**config.mk**
```make
export PLATFORM = sky130hd
export DESIGN_NAME = sym_timing_nco
export DESIGN_NICKNAME = d
export VERILOG_FILES = /design/src/rtl/msk_timing_pkg.sv /design/src/rtl/sym_timing_nco.sv
export SDC_FILE = /design/constraint.sdc
export NUM_CORES = 1
export LEC_CHECK = 0
export CORE_AREA = 2 2 123 125
export CTS_BUF_LIST = sky130_fd_sc_hd__clkbuf_8
export CTS_CLUSTER_DIAMETER = 50
export DETAILED_ROUTE_END_ITERATION = 10
export DIE_AREA = 0 0 125 127
export HOLD_SLACK_MARGIN = 0.15
export PLACE_DENSITY = 0.75
export REMOVE_ABC_BUFFERS = 1
export SKIP_LAST_GASP = 1
export SLEW_MARGIN = 20
export SYNTH_ARGS = -nofsm -noshare
export SYNTH_HDL_FRONTEND = slang
export SYNTH_SLANG_ARGS = --single-unit
```
**constraint.sdc**
```tcl
create_clock -name clk -period 6.25 [get_ports clk]
set_input_delay 1.875 -clock clk [delete_from_list [all_inputs] [get_ports clk]]
set_output_delay 1.875 -clock clk [all_outputs]
set_load 0.01 [all_outputs]
```
**src/rtl/msk_timing_pkg.sv**
```systemverilog
// msk_timing_pkg: constants, field types and NCO state shared by the MSK timing-recovery blocks
// (symbol-timing NCO, polyphase interpolator, loop filter).
package msk_timing_pkg;
    localparam int OSF   = 20;
    localparam int PH_W  = 5;
    localparam int MU_W  = 27;
    localparam int ADJ_W = 24;
    typedef logic [PH_W-1:0] phase_int_t;
    typedef logic [MU_W-1:0] mu_t;
    typedef logic signed [ADJ_W-1:0] adj_t;
    typedef enum logic [1:0] {IDLE, FILL, RUN} nco_state_t;
endpackage

```
**src/rtl/sym_timing_nco.sv**
```systemverilog
// sym_timing_nco: symbol-timing NCO giving a per-symbol strobe with polyphase index and mu.
// Define SYM_TIMING_NCO_CLAMP_EN to saturate adj_i to +/-ADJ_LIM before it is latched.
module sym_timing_nco #(
    parameter int OSF      = msk_timing_pkg::OSF,
    parameter int PH_W     = msk_timing_pkg::PH_W,
    parameter int MU_W     = msk_timing_pkg::MU_W,
    parameter int WIQ      = 16,
    parameter int ADJ_W    = msk_timing_pkg::ADJ_W,
    parameter int FILL_LEN = 100,
    parameter int ADJ_LIM  = 2 ** 22
) (
    input  logic                    clk,
    input  logic                    reset,
    input  logic                    en_i,
    input  logic signed [WIQ-1:0]   i_raw_i,
    input  logic signed [WIQ-1:0]   q_raw_i,
    input  logic                    iq_raw_val_i,
    input  logic signed [ADJ_W-1:0] adj_i,
    input  logic                    adj_val_i,
    output logic signed [WIQ-1:0]   i_o,
    output logic signed [WIQ-1:0]   q_o,
    output logic                    iq_val_o,
    output logic [PH_W-1:0]         phase_int_o,
    output logic [MU_W-1:0]         mu_o,
    output logic                    sym_valid_o,
    output logic                    locked_o
);
    import msk_timing_pkg::*;

    localparam int AW = PH_W + 1 + MU_W;
    localparam int FW = $clog2(FILL_LEN + 1);
    localparam logic [AW-1:0] ONE = AW'(1) << MU_W;
    localparam logic [AW-1:0] SYM = AW'(OSF) << MU_W;

    nco_state_t              state_q, state_d;
    logic [AW-1:0]           acc_q, acc_d, step, nxt, wrapped;
    logic [FW-1:0]           fill_q, fill_d;
    logic signed [ADJ_W-1:0] adj_q, adj_d, adj_ld;
    logic                    adv, wrap, fill_done;
    logic signed [WIQ-1:0]   i_q, q_q;
    logic                    val_q, sym_q, sym_d, lock_q;
    logic [PH_W-1:0]         ph_q, ph_d;
    logic [MU_W-1:0]         mu_q, mu_d;

`ifdef SYM_TIMING_NCO_CLAMP_EN
    localparam logic signed [ADJ_W-1:0] LIM = ADJ_W'(ADJ_LIM);
    assign adj_ld = adj_i > LIM ? LIM : adj_i < -LIM ? -LIM : adj_i;
`else
    assign adj_ld = adj_i;
`endif

    // step stays below 2.0 for any adj, so one sample can wrap at most once
    assign step      = ONE + {{(AW-ADJ_W){adj_q[ADJ_W-1]}}, adj_q};
    assign nxt       = acc_q + step;
    assign wrap      = nxt >= SYM;
    assign wrapped   = nxt - SYM;
    assign adv       = en_i && state_q == RUN && iq_raw_val_i;
    assign fill_done = state_q == FILL && iq_raw_val_i && fill_q == FW'(FILL_LEN - 1);

    always_ff @(posedge clk) begin
        state_q <= reset ? IDLE : state_d;
    end

    always_comb begin
        state_d = !en_i ? IDLE : state_q == IDLE ? FILL : fill_done ? RUN : state_q;
    end

    always_comb begin
        acc_d  = !en_i || state_q != RUN ? '0 : adv ? (wrap ? wrapped : nxt) : acc_q;
        fill_d = en_i && state_q == FILL && !fill_done ? fill_q + FW'(iq_raw_val_i) : '0;
        adj_d  = adj_val_i ? adj_ld : adj_q;
        sym_d  = adv && wrap;
        ph_d   = sym_d ? wrapped[MU_W +: PH_W] : ph_q;
        mu_d   = sym_d ? wrapped[MU_W-1:0] : mu_q;
    end

    always_ff @(posedge clk) begin
        if (reset) begin
            acc_q  <= '0;
            fill_q <= '0;
            adj_q  <= '0;
            i_q    <= '0;
            q_q    <= '0;
            val_q  <= 1'b0;
            sym_q  <= 1'b0;
            lock_q <= 1'b0;
            ph_q   <= '0;
            mu_q   <= '0;
        end else begin
            acc_q  <= acc_d;
            fill_q <= fill_d;
            adj_q  <= adj_d;
            i_q    <= i_raw_i;
            q_q    <= q_raw_i;
            val_q  <= iq_raw_val_i;
            sym_q  <= sym_d;
            lock_q <= state_d == RUN;
            ph_q   <= ph_d;
            mu_q   <= mu_d;
        end
    end

    assign i_o         = i_q;
    assign q_o         = q_q;
    assign iq_val_o    = val_q;
    assign sym_valid_o = sym_q;
    assign phase_int_o = ph_q;
    assign mu_o        = mu_q;
    assign locked_o    = lock_q;
endmodule

```
==> results of run 1 <==
[power by group through the flow]
stage / combinational [mW] / clock [mW] / sequential (mW)
2_1_floorplan: 0.0675 / 0 / 0.901
3_3_place_gp: 0.163 / 0 / 0.896
3_5_place_dp: 0.163 / 0 / 0.897
4_1_cts: 0.164 / 0.711 / 0.878
5_1_grt: 0.178 / 0.752 / 0.879
6_report: 0.164 / 0.694 / 0.877
[cell families after synthesis]
group / after synthesis / share of synthesized area, %
compound gates: 214 / 20.0
xor+xnor: 23 / 2.95
fa+ha+maj: 32 / 5.96
buf+inv: 74 / 4.37
flops: 133 / 38.9
mux: 26 / 3.81
simple gates: 328 / 24.0
[through the flow]
stage | power [mW] | cells
after floorplan | 0.968 | 777
after detailed placement | 1.06 | 1094
final | 1.74 | 1126
after global placement | 1.06 | 1094
after global routing | 1.81 | 1126
after CTS | 1.75 | 1126
[how the worst max path moves through the flow]
| stage | startpoint | end | slack (ps) |
|---|---|---|---|
| floorplan | en_i | mu_o[11] | 1870 |
| global placement | acc_q[0] | acc_q[32] | 1620 |
| detailed placement | acc_q[0] | mu_o[2] | 1490 |
| CTS | acc_q[0] | mu_o[2] | 1460 |
| global route | acc_q[0] | phase_int_o[1] | 870 |
| finish | acc_q[0] | mu_o[2] | 1350 |
[metal layers]
| layer | track usage, % | share of wire (%) | routed length [um] | up-vias |
|---|---|---|---|---|
| met1 | 29.6 | 45 | 7810 | 2905 |
| met5 | 0 | 0 | 0 | - |
| met2 | 34.8 | 46 | 7900 | 238 |
| met3 | 4.86 | 7.0 | 1210 | 22 |
| met4 | 6.54 | 1.7 | 293 | 0 |
| li1 | - | - | - | 3145 |
[sequential cells by signal, indices dropped and copies added (netlist names)]
signal / flops
sym_valid_o: 1
q_o: 16
state_q: 2
adj_q: 24
phase_int_o: 5
iq_val_o: 1
mu_o: 27
i_o: 16
fill_q: 7
acc_q: 33
locked_o: 1
[final cells by class]
class                   instances  area (sq um)
fillers                      1324          5860
multi-input cells             623          3890
flip-flops and latches        133          2660
repair buffers                133          1310
clock buffers                  18           248
well taps                     184           230
clock inverters                14           136
inverters                      21          78.8
[critical path: cells and delay by family (launching register included)]
| kind | cells | cell delay (ps) |
|---|---|---|
| adder cells (fa/ha/maj) | 3 | 900 |
| flip-flops | 1 | 320 |
| buffers and inverters | 2 | 360 |
| XOR/XNOR | 1 | 140 |
| AND/OR/NAND/NOR | 2 | 270 |
| AO/OA/AOI/OAI | 8 | 2800 |
[placed cells by master (no fill, tap or decap), drive strengths merged, types with 8 or more instances in the layout]
| cell | n |
|---|---|
| nor3 | 15 |
| mux2i | 26 |
| dfxtp | 133 |
| a211oi | 8 |
| or2 | 8 |
| and3 | 8 |
| ha | 31 |
| a21oi | 85 |
| nand2 | 68 |
| nand4 | 17 |
| nand3 | 23 |
| or3 | 13 |
| inv | 23 |
| xnor2 | 17 |
| nor2b | 35 |
| or4 | 13 |
| clkbuf | 18 |
| o21ai | 53 |
| clkdlybuf4s50 | 126 |
| nor2 | 96 |
| nand2b | 17 |
==> impl_metrics.csv, run 1 <==
group,metric,value,unit
pwr,p_sw,0.419,mW
logic_synthesis,synth_area_leaders,"dfxtp_1 39%, a21oi_1 6.2%, ha_1 5.7%, nor2_1 5.3%, mux2i_1 3.8%",
routing,firstDrtPassIters,5,
placement,io_buffer_count,127,
routing,via_per_inst,5.60,
timing,hold_viol_final,0,
grt,antenna_found_initial,0,
pwr,pwr-share-comb,9.4,%
routing,avgRoutedWirePerCell,15.3,um
critical_path,critPathLaunchType,"register",
grt,grt_pass1_wl,28500,um
worst_hold_path,worstHoldPathType,"register to register",
grt,grt_pass1_vias,5855,
clock_network,clk_pin_slew,80,ps
critical_path,worstPathRequired,6610,ps
timing,rsz0062_at_grt,"false",
clock_network,cts_hold_buf,0,
routing,drtIter0Drc,523,
logic_synthesis,synthCells,830,
routing,vias,6310,
timing,whs,464,ps
placement,hpwl,12500,um
pwr,vdd_drop_max,0.175,mV
worst_hold_path,min_to,"acc_q[18]",
timing,slew_violations,0,
cells_and_area,fin_util,59.4,%
routing,wl,17200,um
clock_network,root_buffer,"clkbuf_8",
logic_synthesis,syn-cell-area,0.00684,sq mm
clock_network,cts-buffers-inserted,17,
critical_path,r2r_setup_slack,1350,ps
placement,dp_slack,1490,ps
floorplanning,dieArea,0.0159,sq mm
placement,postPlaceCellArea,0.00817,sq mm
pwr,p_per_area,203,mW/mm^2
pwr,power_frac_clock,40.0,%
critical_path,critPathMaxStageDelay,820,ps
clock_network,clk_latency,450,ps
logic_synthesis,synth_edf_count,0,
timing,post-route-min-period,4900,ps
critical_path,path_cells,"ha_1, fa_1, a21o_1, a221o_2, a2bb2oi_4, a21oi_1, o21ai_1, or2_2, xnor2_1, inv_1, ha_1, o21a_1, o31a_1, nor2_1, buf_4, a211oi_1",
logic_synthesis,yosysWarningCount,0,
cells_and_area,diodes,0,
logic_synthesis,yosysMostFrequentCell,"dfxtp_1",
critical_path,worstPathArrival,5260,ps
floorplanning,io_pins,128,
timing,finalSetupTns,0,ps
clock_network,postCtsSetupRepairBufs,0,
logic_synthesis,synth_cell_type_count,68,
cells_and_area,drive_above_1_share,6.26,%
pwr,p_leak,3.08,nW
clock_network,cts-htree-levels,4,
critical_path,crit_type,"register to register",
timing,setup_ws,1350,ps
timing,fmax,204,MHz
logic_synthesis,synthFlopType,"dfxtp_1",
critical_path,crit_slowest_cell,"o31a_1",
timing,worst_slew_margin_rel,35.6,%
pwr,power_frac_seq,50.6,%
critical_path,cp_max_fo,30,
worst_hold_path,holdPathStages,2,
floorplanning,initial_core_util,47.4,%
critical_path,end_kind,"register",
cells_and_area,syn2layout_area_growth,25.2,%
logic_synthesis,ys_seq_elements,133,
cells_and_area,finish.instance_area,0.00856,sq mm
placement,routabilityCongestion,0.936,
logic_synthesis,synth.largest_area_cell,"dfxtp_1",
logic_synthesis,ys_top_cells_by_count,"133 x dfxtp_1, 96 x nor2_1, 85 x a21oi_1, 68 x nand2_1, 50 x o21ai_0",
run,max-cap-violations,0,
logic_synthesis,synthDominantCellAreaShare,38.9,%
critical_path,crit_top_cell,"ha_1",
worst_hold_path,hold_start,"acc_q[18]",
clock_network,cts_resized,0,
pwr,sw_frac_of_total,24.1,%
logic_synthesis,ys_seq_area_share,38.9,%
floorplanning,die_y,127,um
logic_synthesis,async_flop_share,0,%
clock_network,cts_sinks,133,
logic_synthesis,syn_avg_cell_area,8.24,sq um
run_status,status,"completed",
routing,drc,0,
grt,grt_max_degree,76,
floorplanning,die_w,125,um
clock_network,clockBufferDepth,2,
grt,grt_overflow_total,0,
timing,skew,9.95,ps
grt,grt.total_usage,21.8,%
clock_network,cts_tree,"yes",
critical_path,r2r_start,"acc_q[0]",
floorplanning,rows,44,
timing,timing.final.crit_share,78.3,%
critical_path,r2r_end,"mu_o[2]",
critical_path,rr_worst_depth,16,
timing,setup_violations,0,
timing,worstMarginPinSlew,966,ps
pwr,internal-power,1.32,mW
cells_and_area,fin_nets,1022,
floorplanning,core,0.0144,sq mm
routing,drtAntennaViolNets,0,
No activity file was read; power rests on OpenSTA's default activity.
==> inputs of run 2 (changes only) <==
==> constraint.sdc (replaced) <==
create_clock -name clk -period 5.04 [get_ports clk]
set_input_delay 1.512 -clock clk [delete_from_list [all_inputs] [get_ports clk]]
set_output_delay 1.512 -clock clk [all_outputs]
set_load 0.01 [all_outputs]
==> run 2 against run 1 <==
  * Total power increased by 31%
  * Sequential share of layout area decreased by 0.20 points
  * Utilization increased by 0.38 points
  * Non-clock buffer count increased by 2
  * Register-to-register slack got worse by 890 ps
  * First-iteration DRC count increased by 13%
  * Worst setup slack got worse by 890 ps
  * Clock power increased by 40%
==> impl_metrics.csv, run 2 (synthesis gave the netlist of run 1 again) <==
group,metric,value,unit
run,max-cap-violations,0,
clock_network,cts_sinks,133,
routing,avgRoutedWirePerCell,15.5,um
cells_and_area,diodes,0,
timing,setup_violations,0,
timing,whs,466,ps
timing,hold_viol_final,0,
critical_path,crit_type,"register to register",
critical_path,critPathLaunch,"acc_q[0]",
clock_network,root_buffer,"clkbuf_8",
cells_and_area,regMostFlops,"acc_q",
critical_path,critPathLaunchType,"register",
grt,grt_overflow_total,0,
critical_path,r2r_setup_slack,470,ps
pwr,p_per_area,263,mW/mm^2
cells_and_area,final_common_cell,"dfxtp_1",
grt,grt.total_usage,22.0,%
routing,drtIter0Drc,591,
clock_network,clk_latency,460,ps
clock_network,cts_tree,"yes",
clock_network,cts-htree-levels,4,
timing,finalSetupTns,0,ps
cells_and_area,drive_above_1_share,6.46,%
routing,vias,6294,
placement,hpwl,12800,um
critical_path,r2r_start,"acc_q[0]",
grt,grt_pass1_vias,5742,
run_status,status,"completed",
timing,fmax,219,MHz
pwr,vdd_drop_max,0.165,mV
placement,io_buffer_count,127,
critical_path,worstPathArrival,4920,ps
floorplanning,rows,44,
clock_network,cts_resized,0,
clock_network,clockBufferDepth,2,
clock_network,cts-buffers-inserted,17,
floorplanning,die_w,125,um
routing,drc,0,
grt,antenna_found_initial,0,
timing,worstMarginPinSlew,1020,ps
cells_and_area,finish.instance_area,0.00862,sq mm
cells_and_area,fin_nets,1024,
routing,drtAntennaViolNets,0,
timing,slew_violations,0,
routing,wl,17500,um
worst_hold_path,hold_start,"acc_q[20]",
timing,skew,11.3,ps
critical_path,end_kind,"register",
placement,placedCellCount,1096,
floorplanning,initial_core_util,47.4,%
pwr,p_leak,3.10,nW
routing,via_per_inst,5.58,
floorplanning,dieArea,0.0159,sq mm
critical_path,cp_max_fo,20,
worst_hold_path,worstHoldPathType,"register to register",
timing,rsz0062_at_grt,"false",
placement,routabilityCongestion,0.985,
clock_network,clk_pin_slew,70,ps
floorplanning,die_y,127,um
timing,timing.final.crit_share,90.7,%
placement,postPlaceCellArea,0.00818,sq mm
grt,grt_pass1_wl,28400,um
grt,grt_max_degree,82,
cells_and_area,largest_reg_flops,33,
floorplanning,core,0.0144,sq mm
cells_and_area,fin_cells,1128,
clock_network,postCtsSetupRepairBufs,0,
routing,firstDrtPassIters,5,
timing,post-route-min-period,4570,ps
cells_and_area,syn2layout_area_growth,26.0,%
cells_and_area,layout_common_cells,"133 x dfxtp_1, 126 x clkdlybuf4s50_1, 96 x nor2_1, 85 x a21oi_1, 68 x nand2_1",
critical_path,worstPathRequired,5390,ps
timing,worst_slew_margin_rel,31.4,%
clock_network,cts_hold_buf,0,
floorplanning,io_pins,128,
-- run 2: cell types whose count changed in the layout (fill, tap and decap cells not counted) --
| cell | change |
|---|---|
| buf_4 | +2 |
| inv_6 | -1 |
| o31ai_4 | -1 |
| clkinvlp_4 | +1 |
| o31ai_2 | +1 |
| bufinv_16 | +2 |
| clkinv_2 | -2 |
-- run 2: path summary, 6_finish.rpt --
| path | end | cells after the start |
|---|---|---|
| worst min register to register | acc_q[20] | 2 |
| worst max register to register | acc_q[32] | 16 |
| worst max-delay path | acc_q[32] | 16 |
| worst min-delay path | acc_q[20] | 2 |
-- run 2: cell type report --
class	instances	area (sq um)
multi-input cells	623	3880
inverters	21	78.8
repair buffers	135	1330
fillers	1316	5810
well taps	184	230
flip-flops and latches	133	2660
clock buffers	18	248
clock inverters	14	185
-- run 2: per-layer routing --
layer | vias to the layer above | global-route usage [%] | part of all wire [%]
met4 | 0 | 7.06 | 1.4
met3 | 22 | 5.03 | 6.2
li1 | 3161 | - | -
met1 | 2909 | 29.8 | 46
met5 | - | 0 | 0
met2 | 202 | 35.2 | 47
-- run 2: critical path, cell delays in order (launching register included) --
cell	delay (ps)
dfxtp_1	320
ha_1	240
fa_1	410
a21o_1	220
a221o_2	420
a2bb2oi_4	270
a21oi_1	170
o21ai_1	360
or2_2	190
xnor2_1	120
inv_1	90
ha_1	250
o21a_1	270
o31a_1	600
nor2_1	120
buf_4	210
a22o_1	200
-- run 2: per-stage QoR --
step           total power, mW  setup slack, ps  utilization [%]
4_1_cts                   2.28              523             59.7
2_1_floorplan             1.20              753                -
3_3_place_gp              1.31              653             56.7
6_report                  2.27              467             59.7
3_5_place_dp              1.32              529             56.7
5_1_grt                   2.35             5.29             59.7
-- run 2: power breakdown --
group          leakage, nW  switching, mW  internal [mW]
Clock                0.208          0.427          0.547
Combinational         1.81         0.0946          0.110
Sequential            1.09         0.0115           1.08
Total                 3.10          0.533           1.73
